==> src/rtl/sdram_sched_pkg.sv <==
// sdram_sched_pkg: shared types and defaults for the SDRAM request scheduler
package sdram_sched_pkg;
  typedef enum logic [1:0] {IDLE, ISSUE, WAIT_RD} state_t;
  localparam int DEF_ADDR_W = 23;
  localparam int DEF_DATA_W = 32;
  function automatic int gid_w(input int n);
    return n > 1 ? $clog2(n) : 1;
  endfunction
endpackage

==> src/rtl/sdram_req_scheduler_rr_pick.sv <==
// rr_pick: first requesting index after last, wrapping around
module rr_pick #(
  parameter int N = 4,
  parameter int W = 2
) (
  input  logic [N-1:0] req,
  input  logic [W-1:0] last,
  output logic         found,
  output logic [W-1:0] idx
);
  logic [W-1:0] j;
  // scan from farthest to nearest so the nearest candidate after last wins
  always_comb begin
    found = |req;
    idx = '0;
    j = '0;
    for (int k = N; k >= 1; k--) begin
      j = W'((int'(last) + k) % N);
      if (req[j]) idx = j;
    end
  end
endmodule

==> src/rtl/sdram_req_scheduler.sv <==
// sdram_req_scheduler: round-robin sharing of one SDRAM controller port with bounded grant hold
module sdram_req_scheduler
  import sdram_sched_pkg::*;
#(
  parameter int N_REQ    = 4,
  parameter int ADDR_W   = DEF_ADDR_W,
  parameter int DATA_W   = DEF_DATA_W,
  parameter int MAX_HOLD = 8,
  localparam int GW = gid_w(N_REQ)
) (
  input  logic                    clk,
  input  logic                    rst,
  input  logic [N_REQ*ADDR_W-1:0] req_address,
  input  logic [N_REQ-1:0]        req_rw,
  input  logic [N_REQ*DATA_W-1:0] req_wdata,
  input  logic [N_REQ-1:0]        req_in_valid,
  input  logic [N_REQ-1:0]        req_prefetch_step,
  output logic [N_REQ-1:0]        req_busy,
  output logic [DATA_W-1:0]       req_rdata,
  output logic [N_REQ-1:0]        req_out_valid,
  output logic [ADDR_W-1:0]       controller_address,
  output logic                    controller_rw,
  output logic [DATA_W-1:0]       data_to_controller,
  input  logic [DATA_W-1:0]       data_from_controller,
  input  logic                    controller_busy,
  output logic                    controller_in_valid,
  input  logic                    controller_out_valid,
  output logic                    controller_prefetch_step,
  output logic                    grant_valid,
  output logic [GW-1:0]           grant_id,
  output logic                    sched_err
);
  localparam int HW = $clog2(MAX_HOLD + 1);
  state_t          state;
  logic [GW-1:0]   last_grant, pick;
  logic [HW-1:0]   hold_cnt;
  logic            found, accept, rd_done;
  logic [N_REQ-1:0] g_hot;
  rr_pick #(.N(N_REQ), .W(GW)) u_pick (.req(req_in_valid), .last(last_grant), .found(found), .idx(pick));
  assign g_hot = N_REQ'(1) << grant_id;
  assign grant_valid = state != IDLE;
  assign accept = state == ISSUE && req_in_valid[grant_id] && !controller_busy;
  assign rd_done = state == WAIT_RD && controller_out_valid;
  assign req_busy = state == ISSUE ? ~g_hot | {N_REQ{controller_busy}} : '1;
  assign req_out_valid = rd_done ? g_hot : '0;
  assign req_rdata = data_from_controller;
  assign controller_address = grant_valid ? req_address[grant_id*ADDR_W +: ADDR_W] : '0;
  assign controller_rw = grant_valid ? req_rw[grant_id] : 1'b0;
  assign data_to_controller = grant_valid ? req_wdata[grant_id*DATA_W +: DATA_W] : '0;
  assign controller_prefetch_step = grant_valid ? req_prefetch_step[grant_id] : 1'b0;
  assign controller_in_valid = state == ISSUE && req_in_valid[grant_id];
  // grant FSM: arbitrate in IDLE, issue up to MAX_HOLD accesses, wait out each read
  always_ff @(posedge clk or posedge rst) begin
    if (rst) begin
      state <= IDLE;
      grant_id <= '0;
      hold_cnt <= '0;
      last_grant <= GW'(N_REQ - 1);
      sched_err <= 1'b0;
    end else begin
      if (controller_out_valid && state != WAIT_RD) sched_err <= 1'b1;
      case (state)
        IDLE: if (found) begin
          grant_id <= pick;
          hold_cnt <= '0;
          state <= ISSUE;
        end
        ISSUE: if (accept) begin
          hold_cnt <= hold_cnt + 1'b1;
          if (!req_rw[grant_id]) state <= WAIT_RD;
          else if (hold_cnt == HW'(MAX_HOLD - 1)) begin
            state <= IDLE;
            last_grant <= grant_id;
          end
        end else if (!req_in_valid[grant_id]) begin
          state <= IDLE;
          last_grant <= grant_id;
        end
        WAIT_RD: if (controller_out_valid) begin
          if (req_in_valid[grant_id] && hold_cnt < HW'(MAX_HOLD)) state <= ISSUE;
          else begin
            state <= IDLE;
            last_grant <= grant_id;
          end
        end
        default: state <= IDLE;
      endcase
    end
  end
endmodule

==> config.mk <==
export PLATFORM = sky130hd
export DESIGN_NAME = sdram_req_scheduler
export DESIGN_NICKNAME = d
export VERILOG_FILES = /design/src/rtl/sdram_sched_pkg.sv /design/src/rtl/sdram_req_scheduler_rr_pick.sv /design/src/rtl/sdram_req_scheduler.sv
export SDC_FILE = /design/constraint.sdc
export NUM_CORES = 1
export LEC_CHECK = 0
export BUFFER_PORTS_ARGS = -buffer_cell sky130_fd_sc_hd__buf_2
export CAP_MARGIN = 20
export CORE_AREA = 2 2 144 146
export DETAILED_ROUTE_END_ITERATION = 7
export DIE_AREA = 0 0 146 148
export PLACE_DENSITY = 0.42
export SLEW_MARGIN = 0
export SYNTH_ARGS = -nofsm -noshare
export SYNTH_HDL_FRONTEND = slang
export SYNTH_SLANG_ARGS = --single-unit
==> constraint.sdc <==
create_clock -name clk -period 2.15 [get_ports clk]
set_input_delay 0.645 -clock clk [delete_from_list [all_inputs] [get_ports clk]]
set_output_delay 0.645 -clock clk [all_outputs]
set_load 0.05 [all_outputs]
## Word-level counts from Yosys, hierarchy flattened

Index checks and enable logic that the tools add are counted.

| cells by class | value |
|---|---|
| multiplexer cells | 42 |
| shifts and indexed selects | 3 |
| add/subtract/negate cells | 5 |
| reduce and logical (&&, ||, !) cells | 15 |
| magnitude comparators | 6 |
| bitwise gates (word level) | 2 |
| multiply operators | 1 |
| div/mod/pow operators | 0 |
| equality and inequality tests | 12 |

Operator list:

| cell | count |
|---|---|
| indexed part select 128 x 8 -> 32 bit | 1 |
| indexed part select 92 x 8 -> 23 bit | 1 |
| two-way mux 2 bit | 16 |
| two-way mux 32 bit | 1 |
| two-way mux 23 bit | 1 |
| two-way mux 4 bit | 4 |
| < comparator 2 x 3 -> 1 bit (second input constant) | 5 |
| binary-select mux 1 bit (select 2 bit) | 7 |
| two-way mux 1 bit | 10 |
| inequality test 2 bit (second input constant) | 5 |
| case mux 4 bit (2 select lines) | 1 |
| multiplier 2 x 5 -> 7 bit (second input constant) | 1 |
| inequality test 3 x 2 -> 1 bit (second input constant) | 2 |
| case mux 2 bit (3 select lines) | 1 |
| AND reduction 6 bit | 1 |
| nonzero test 2 bit | 3 |
| logical AND 1 bit | 5 |
| adder 2 x 1 -> 2 bit (second input constant) | 2 |
| adder 2 bit (second input constant) | 2 |
| adder 4 x 1 -> 4 bit (second input constant) | 1 |
| equality test 4 x 3 -> 1 bit (second input constant) | 1 |
| < comparator 4 bit (second input constant) | 1 |
| inequality test 4 x 3 -> 1 bit (second input constant) | 1 |
| inverter 4 bit | 1 |
| 12 further kinds | 12 |

| word-level totals | value |
|---|---|
| latch bits | 0 |
| bits of input ports | 268 |
| RAM bits | 0 |
| flip-flop bits (word level) | 11 |
| memory bits (read-only) | 0 |
| memories kept | 0 |

## Depth between registers and ports, before layout

Gate-level depths: netlist (run 1).

| logic depth | value |
|---|---|
| depth in word-level cells | 7 |
| mapped depth | 5 |
| gate-level depth less buffers | 4 |

## Hierarchy

From an unflattened synthesis (run 1), not the netlist that was laid out.

| second synthesis, totals | value |
|---|---|
| cell total of the unflattened synthesis | 249 |
| area, all modules | 2723.9 sq um |

By module, submodules not included:

| module | area an instance (sq um) | times used | cells an instance | seq. area each (sq um) |
|---|---|---|---|---|
| sdram_req_scheduler | 2632.5 | 1 | 235 | 277.8 |
| rr_pick | 91.3 | 1 | 14 | 0.0 |

## Worst setup path before layout (run 1)

Ideal clock, no wire load.

| timing path | value |
|---|---|
| path type | flip-flop to output port |
| start point | register grant_id[1] |
| end point | output req_out_valid[2] |
| slack | -1.024 ns |
| stages on the path, launching flop included | 4 |
| arrival | 2.529 ns |
| cells stage by stage | dfrtp_1 > buf_1 > clkbuf_1 > nor3b_1 |

| between the ends | value |
|---|---|
| cells in the longest elaborated chain, start to end | 2 |

Ends and longest elaborated chain:

| what | RTL line | RTL |
|---|---|---|
| from (decl) | sdram_req_scheduler.sv:30 | `output logic [GW-1:0] grant_id,` |
| from (signal assigned) | sdram_req_scheduler.sv:64 | `grant_id <= pick;` |
| << shifter 1 x 2 -> 4 bit | sdram_req_scheduler.sv:40 | `assign g_hot = N_REQ'(1) << grant_id;` |
| two-way mux 4 bit | sdram_req_scheduler.sv:45 | `assign req_out_valid = rd_done ? g_hot : '0;` |
| to (decl) | sdram_req_scheduler.sv:20 | `output logic [N_REQ-1:0] req_out_valid,` |

No other way between the ends.

## Worst setup path in the final report (run 1)

| timing path | value |
|---|---|
| start point | register grant_id[0] |
| end point | output data_to_controller[30] |

| between the ends | value |
|---|---|
| cells in the longest elaborated chain, start to end | 2 |

Ends and longest elaborated chain:

| what | RTL line | RTL |
|---|---|---|
| indexed part select 128 x 8 -> 32 bit | sdram_req_scheduler.sv:49 | `assign data_to_controller = grant_valid ? req_wdata[grant_id*DATA_W +: DATA_W] : '0;` |
| two-way mux 32 bit | sdram_req_scheduler.sv:49 |  |
| to (decl) | sdram_req_scheduler.sv:23 | `output logic [DATA_W-1:0] data_to_controller,` |

No other way between the ends.

==> results of run 1 <==
[path summary, 6_finish.rpt]
check | endpoint | from | slack (ns)
setup / recovery | data_to_controller[30] | grant_id[0] | -0.37
hold / removal | sched_err | rst | 0.40
setup reg to reg | last_grant[1] | grant_id[0] | 0.07
hold reg to reg | sched_err | sched_err | 0.46
max in group asynchronous | grant_id[1] | rst | 1.41
min in group clk | sched_err | sched_err | 0.46
[power by group through the flow]
stage          Sequential, W  Combinational, W  Clock (W)
4_1_cts             0.000381           0.00941   0.000340
5_1_grt             0.000400            0.0100   0.000362
2_1_floorplan       0.000421           0.00582          0
3_3_place_gp        0.000379           0.00751          0
3_5_place_dp        0.000379           0.00750          0
6_report            0.000385           0.00957   0.000336
[registers in the layout, summed over array words and instances, names as in the netlist]
| signal | flops |
|---|---|
| grant_id | 2 |
| hold_cnt | 4 |
| last_grant | 2 |
| sched_err | 1 |
| state | 2 |
[cell usage in the layout (no fill, tap or decap), types with 4 or more instances in the layout]
cell                       count
sky130_fd_sc_hd__and2_4       57
sky130_fd_sc_hd__buf_12       14
sky130_fd_sc_hd__nand2_1       7
sky130_fd_sc_hd__buf_16        5
sky130_fd_sc_hd__buf_4        19
sky130_fd_sc_hd__buf_2       239
sky130_fd_sc_hd__inv_1         5
sky130_fd_sc_hd__mux4_2       58
sky130_fd_sc_hd__buf_6        38
sky130_fd_sc_hd__dfrtp_1       6
sky130_fd_sc_hd__buf_8        34
sky130_fd_sc_hd__nand2b_1      4
[through the flow]
| step | utilization | worst slack (ns) | setup TNS (ns) | instances | cell area (um2) |
|---|---|---|---|---|---|
| final | 0.285 | -0.368 | -17.63 | 810 | 5710 |
| after global routing | 0.285 | -0.422 | -21.49 | 810 | 5710 |
| after CTS | 0.277 | -0.396 | -17.83 | 805 | 5550 |
| after detailed placement | 0.236 | -0.185 | -7.03 | 791 | 4730 |
| after global placement | 0.236 | -0.181 | -7.05 | 791 | 4730 |
| after floorplan | - | -0.151 | -8.00 | 238 | 2880 |
[cell families (layout without fill, tap and decap cells)]
group	after synthesis	after routing	synth area share
AO/OA/AOI/OAI	19	19	0.0582
buffers and inverters	59	360	0.134
multiplexers	62	62	0.508
AND/OR/NAND/NOR	86	86	0.191
adder cells (fa/ha/maj)	1	1	0.00469
other	0	1	0
flip-flops	11	11	0.104
[cells in the mapped netlist (2+ instances only)]
library cell,instances
sky130_fd_sc_hd__and2_1,57
sky130_fd_sc_hd__mux4_2,57
sky130_fd_sc_hd__buf_4,32
sky130_fd_sc_hd__dfrtp_1,9
sky130_fd_sc_hd__nand2_1,9
sky130_fd_sc_hd__clkbuf_1,8
sky130_fd_sc_hd__buf_2,7
sky130_fd_sc_hd__inv_1,7
sky130_fd_sc_hd__nand3_1,5
sky130_fd_sc_hd__buf_1,4
sky130_fd_sc_hd__nand2b_1,4
sky130_fd_sc_hd__a21o_1,3
sky130_fd_sc_hd__mux2i_1,3
sky130_fd_sc_hd__nor2_1,3
sky130_fd_sc_hd__o21ai_0,3
sky130_fd_sc_hd__a31oi_1,2
sky130_fd_sc_hd__and3_1,2
sky130_fd_sc_hd__dfstp_2,2
sky130_fd_sc_hd__nand3b_1,2
sky130_fd_sc_hd__nor3_1,2
sky130_fd_sc_hd__o211ai_1,2
[repair_timing]
action | 4_1_cts | 5_1_grt
resized for setup | 181 | 27
cloned | 4 | 0
buffers inserted | 6 | 5
pin swaps | 28 | 3
setup endpoints to repair | 66 | 67
hold buffers | 0 | 0
[cell type report]
type | instances | area (um2)
Antenna cell | 1 | 2.50
Clock buffer | 4 | 78.8
Fill cell | 2119 | 14300
Inverter | 7 | 38.8
Multi-Input combinational cell | 168 | 2270
Sequential cell | 11 | 287
Tap cell | 270 | 338
Timing Repair Buffer | 349 | 2700
[routing by layer]
metal,part of all wire,GRT usage
met3,0.069,0.0306
met4,0.012,0.0238
met1,0.40,0.155
met5,0.0016,0
met2,0.52,0.226
==> PnR_summary.wiki, run 1 <==
{| class="wikitable"
! Metric !! Value
|-
| Worst Hold Margin || around 0.4 ns
|-
| Failing checks || negative setup slack
|-
| Crit. path cell count || 6
|-
| Num CTS Buffers || 3
|-
| Post-synthesis cell area || 2670 um2
|-
| Syn avg cell area || around 11 um2
|-
| Nets in the synthesized netlist || around 500
|-
| Data arrival time at the worst-slack endpoint || 1.87 ns
|-
| MaxCap Viol Count || 0
|-
| Worst Path Buf+Inv || 4
|-
| Max Fclk || roughly 0.40 GHz
|-
| Synth area leaders || sky130_fd_sc_hd__mux4_2, sky130_fd_sc_hd__and2_1, sky130_fd_sc_hd__buf_4
|-
| Setup WS post-layout || -0.368 ns
|-
| Clock power frac || 0.033
|-
| Global placer's final weighted congestion || roughly 0.77
|-
| Slew Limit Headroom || 0.710
|-
| Via count of the first global-routing pass || ~3400
|-
| Total of warnings raised by yosys || 0
|-
| Power density over the cells || between 1500 and 2000 nW/um2
|-
| Die area || approximately 22000 um2
|-
| Final max-slew violation count || 0
|-
| Clock tree skew after final layout || about 0.0029 ns
|-
| Post-route DRC || 0
|-
| Psw || around 0.005 W
|-
| Global-route wire length before repair || ~21000 um
|-
| Largest fanout of any net on the critical path || 5
|-
| Pin count of the biggest net entering global routing || 36
|-
| Max incr delay on CP || around 0.50 ns
|-
| Seq cells post-synth || 11
|-
| Std cell rows || 52
|-
| Crit-path most repeated cell || sky130_fd_sc_hd__buf_12
|-
| Proportion of netlist area held by the largest area contributor || 0.481
|-
| Die width || 146 um
|-
| Worst supply voltage drop on vdd || approximately 0.50 mV
|-
| Area growth syn-to-layout || 114%
|-
| Critical path start-end classification || reg -> out
|-
| Maximum clock insertion buffer count || 2
|-
| Flip-flop cell with the highest count after synthesis || sky130_fd_sc_hd__dfrtp_1
|-
| Data required time of the worst path || approximately 1.5 ns
|-
| Leakage power total || 2.71 nW
|-
| Power after layout || approximately 0.010 W
|-
| Slowest cell on the critical path || sky130_fd_sc_hd__dfrtp_4
|-
| Initial antenna violation count || 3
|-
| Total detailed-routing wirelength || about 15000 um
|-
| Crit start category || flip-flop
|-
| Cell type with the largest total area after synthesis || sky130_fd_sc_hd__mux4_2
|-
| Post-synthesis async set-or-reset flop share || 1.00
|-
| Starting density of the core || 0.133
|-
| Logic depth of the worst register-to-register path || 8
|-
| Total I/O pin count || between 300 and 400
|-
| Via-to-Cell Ratio || about 4
|-
| Count of nets left with antenna violations after detail routing || 0
|-
| Final Hold Viols || 0
|-
| Placeable core region || between 20000 and 25000 um2
|-
| Combinational group share of total power || 0.930
|-
| Overflow left after global routing || 0
|-
| Proportion of power drawn by flip-flops and latches || 0.037
|-
| Layout cell share with drive strength beyond 1 || 0.907
|-
| Count of nets after finishing || between 800 and 900
|-
| Final-report setup violation count || 65
|-
| Clock sink count || 11
|-
| Initial DRC Count || 85
|-
| Switch share || 0.491
|-
| Buffer type at the clock tree root || sky130_fd_sc_hd__clkbuf_16
|-
| Die span in y || 148 um
|-
| H-tree depth || 1
|-
| Cell variety after synth || 36
|-
| Total routing usage reported by global routing || 0.126
|-
| Outcome || complete, but fails checks
|-
| DR WL/cell || around 18 um
|-
| Instance count of the mapped netlist || about 240
|-
| Estimated wirelength of the detail-placed design || roughly 12000 um
|-
| Worst path top cell family by delay || buffers and inverters
|-
| Final worst-path cycle share || 1.17
|-
| Unrepaired setup endpoints after global routing || yes
|-
| Endpoint type of the worst setup path || primary output
|-
| Chain of cells forming the critical path || buf_12, buf_12, buf_12, mux4_2, and2_4, buf_8
|-
| Time the final worst path needs with I/O delays and setup || roughly 2.5 ns
|-
| First-pass iteration count of the detailed router || 4
|-
| Clock latency on the worst-skew pair || 0.23 ns
|-
| Clk pin slew, worst setup/hold paths || ~0.040 ns
|-
| Type of the most critical hold path || in -> async
|-
| EDFF count, synth || 0
|-
| Count of input and output buffers || between 300 and 400
|-
| Worst-margin pin slew || 0.434 ns
|-
| TritonCTS clock tree || yes
|-
| Power Internal || approximately 0.0052 W
|-
| Fraction of the yosys area taken by sequential cells || 0.104
|-
| Vias after detailed routing || ~3300
|}
Note: power is estimated with default switching activity, not from simulation.
==> run 2, diff against run 1 <==
Settings changed: CORE_AREA 2 2 144 146 to 2 2 142 144, DIE_AREA 0 0 146 148 to 0 0 144 146, PLACE_DENSITY 0.42 to 0.43, SKIP_LAST_GASP from default to 1, SYNTH_HIERARCHICAL from default to 1.
==> run 2 against run 1 <==
Net effect: final area is 0.26% lower; critical path depth is 2 lower; fmax is 0.42% higher; highest routed layer is now met4; sequential share of layout area hardly changed; the flow still finishes with violations (negative setup slack); total power is 1.0% higher; combinational power is 0.4% higher; largest power group unchanged; synthesized cell count is 4.6% higher; clock skew is 0.0021 ns lower; cell count is 1.2% higher; clock power hardly changed; via count is 2.3% higher.
==> PnR_summary.wiki, run 2 <==
{| class="wikitable"
! Metric !! Value
|-
| Data arrival time at the worst-slack endpoint || around 1.9 ns
|-
| Final-report setup violation count || between 60 and 70
|-
| Time the final worst path needs with I/O delays and setup || about 2.5 ns
|-
| Initial DRC Count || 84
|-
| Post-place instance area || approximately 5200 um2
|-
| Area growth syn-to-layout || 109%
|-
| Largest fanout of any net on the critical path || 16
|-
| Leading cell types in the layout, fill and taps excluded || sky130_fd_sc_hd__buf_2, sky130_fd_sc_hd__mux4_2, sky130_fd_sc_hd__nor2b_4
|-
| Cell variety after synth || 35
|-
| Instance count of the mapped netlist || 249
|-
| Met1 track demand over resource || 0.148
|-
| Maximum clock insertion buffer count || 2
|-
| Register ranked first by flip-flop count || hold_cnt
|-
| Clock latency on the worst-skew pair || ~0.24 ns
|-
| Post-synthesis cell area || 2720 um2
|-
| Slew Limit Headroom || 0.698
|-
| Num CTS Buffers || 3
|-
| Failing checks || negative setup slack
|-
| Unrepaired setup endpoints after global routing || yes
|-
| Power after layout || between 0.01 and 0.015 W
|-
| Post-CTS Hold Buffers || 0
|-
| Pin count of the biggest net entering global routing || 31
|-
| DR WL/cell || around 17 um
|-
| Worst-margin pin slew || ~0.45 ns
|-
| Seq cells post-synth || 11
|-
| Via count of the first global-routing pass || 3745
|-
| Nets in the synthesized netlist || between 500 and 600
|-
| Worst supply voltage drop on vdd || just under 0.7 mV
|-
| TritonCTS clock tree || yes
|-
| Syn avg cell area || roughly 11 um2
|-
| Met2 GRT Util || 0.230
|-
| EDFF count, synth || 0
|-
| Global placer's final weighted congestion || 0.846
|-
| Dpl cells || roughly 800
|-
| Post-route DRC || 0
|-
| Finished Cell Area || 5690 um2
|-
| Total routing usage reported by global routing || 0.124
|-
| Final core area utilization || 0.294
|-
| Launch point of the worst reg-to-reg path || grant_id[0]
|-
| Leading post-synthesis cells by instance count || sky130_fd_sc_hd__mux4_2, sky130_fd_sc_hd__nor2b_1, sky130_fd_sc_hd__buf_4
|-
| Cell type with the largest total area after synthesis || sky130_fd_sc_hd__mux4_2
|-
| Setup Total Neg Slack || -19.90 ns
|-
| Buffer type at the clock tree root || sky130_fd_sc_hd__clkbuf_16
|-
| Vias after detailed routing || 3327
|-
| Max Fclk || about 0.40 GHz
|-
| Slowest cell on the critical path || sky130_fd_sc_hd__dfrtp_4
|-
| Global-route wire length before repair || 20600 um
|-
| Fraction of the yosys area taken by sequential cells || 0.102
|-
| Die span in y || approximately 150 um
|-
| First-pass iteration count of the detailed router || 4
|-
| Final max-slew violation count || 0
|-
| Clock tree skew after final layout || roughly 0.00075 ns
|-
| Crit start category || flip-flop
|-
| Die area || between 20000 and 25000 um2
|-
| Setup crit start || grant_id[0]
|-
| H-tree depth || 1
|-
| Initial antenna violation count || 4
|-
| Endpoint type of the worst setup path || primary output
|-
| Number of flip-flops under the largest register name || 4
|-
| Max incr delay on CP || 0.53 ns
|-
| Starting density of the core || 0.141
|-
| Proportion of netlist area held by the largest area contributor || 0.480
|-
| Most frequent standard cell in the layout excluding fill and tap cells || sky130_fd_sc_hd__buf_2
|-
| Total detailed-routing wirelength || ~14000 um
|-
| Post-synthesis async set-or-reset flop share || 1.00
|-
| Count of nets after finishing || a little over 800
|-
| Final Hold Viols || 0
|-
| MaxCap Viol Count || 0
|-
| Via-to-Cell Ratio || around 4
|-
| Data required time of the worst path || roughly 1.5 ns
|-
| Std cell rows || 51
|-
| Chain of cells forming the critical path || buf_12, mux4_2, nor2b_4, buf_2
|-
| Setup WS post-layout || -0.357 ns
|-
| Type of the most critical hold path || in -> async
|-
| Critical path start-end classification || reg -> out
|-
| Most crowded layer after global routing || met2
|-
| Estimated wirelength of the detail-placed design || 11900 um
|-
| Outcome || complete, but fails checks
|-
| Met3 Usage GRT || 0.0184
|-
| Most numerous cell in the Yosys netlist || sky130_fd_sc_hd__mux4_2
|-
| Overflow left after global routing || 0
|-
| Leakage power total || between 2 and 3 nW
|-
| Slack of the worst reg-to-reg path || -0.05 ns
|-
| Count of non-filler cells in the finished layout || 820
|-
| Synth area leaders || sky130_fd_sc_hd__mux4_2, sky130_fd_sc_hd__nor2b_1, sky130_fd_sc_hd__buf_4
|-
| Die width || between 100 and 150 um
|-
| Total of warnings raised by yosys || 6
|-
| Count of nets left with antenna violations after detail routing || 0
|-
| Layout cell share with drive strength beyond 1 || 0.900
|-
| Clk pin slew, worst setup/hold paths || roughly 0.04 ns
|-
| Power density over the cells || 1830 nW/um2
|-
| Count of input and output buffers || approximately 310
|-
| Total I/O pin count || 370
|-
| Final worst-path cycle share || 1.17
|-
| Placeable core region || between 15000 and 20000 um2
|-
| Clock sink count || 11
|-
| Flip-flop cell with the highest count after synthesis || sky130_fd_sc_hd__dfrtp_1
|}
==> run 2: power breakdown <==
part	internal, W	switching, W
Sequential	0.000310	0.000146
Clock	0.000249	0.0000895
Combinational	0.00433	0.00528
Total	0.00488	0.00552
==> run 2: repair_timing <==
| action | CTS | global route |
|---|---|---|
| setup endpoints to repair | 69 | 69 |
| gates resized for setup | 53 | 18 |
| endpoints found under the hold margin | 0 | 0 |
| cloned | 2 | 1 |
| setup buffers | 9 | 4 |
| pin swaps | 5 | 6 |
==> run 2: metrics by stage <==
stage	setup WS, ns	hold WS (ns)
after floorplan	-0.243	0.475
after global placement	-0.199	0.449
after detailed placement	-0.213	0.467
after CTS	-0.389	0.436
after global routing	-0.426	0.447
final	-0.357	0.407
==> run 2: cell type report <==
| cell class | instances | area [um2] |
|---|---|---|
| inverter | 6 | 25.0 |
| multi-input combinational | 177 | 2590 |
| sequential | 11 | 285 |
| tap | 265 | 332 |
| antenna | 3 | 7.51 |
| timing repair buffer | 354 | 2370 |
| clock buffer | 4 | 78.8 |
| fill | 2036 | 13600 |
==> run 2: kinds of logic (layout without fill, tap and decap cells) <==
kind of cell	Yosys count	count (layout)	synth area share
other	0	3	0
multiplexers	64	64	0.504
AND/OR/NAND/NOR	92	92	0.203
adder cells (fa/ha/maj)	1	1	0.00459
AO/OA/AOI/OAI	20	20	0.0510
buffers and inverters	61	364	0.136
flip-flops	11	11	0.102
==> run 2: final timing paths <==
check                                              end  cells after the start
worst max register to register           last_grant[0]                      6
max in group asynchronous                  grant_id[0]                      2
worst max-delay path            controller_address[15]                      4
worst min-delay path                       grant_id[1]                      2
worst min register to register               sched_err                      1
min in group clk                             sched_err                      1
==> run 2: metal layers <==
| layer | vias to the layer above | part of all wire | wire, um |
|---|---|---|---|
| li1 | 1535 | - | - |
| met1 | 1607 | 0.37 | 5330 |
| met2 | 165 | 0.54 | 7630 |
| met3 | 20 | 0.076 | 1070 |
| met4 | 0 | 0.013 | 191 |
| met5 | - | 0 | 0 |
==> run 2: critical path: cells and delay by family (launching register included) <==
kind | cells | cell delay (ns)
multiplexers | 1 | 0.52
buffers and inverters | 2 | 0.42
flip-flops | 1 | 0.53
AND/OR/NAND/NOR | 1 | 0.14
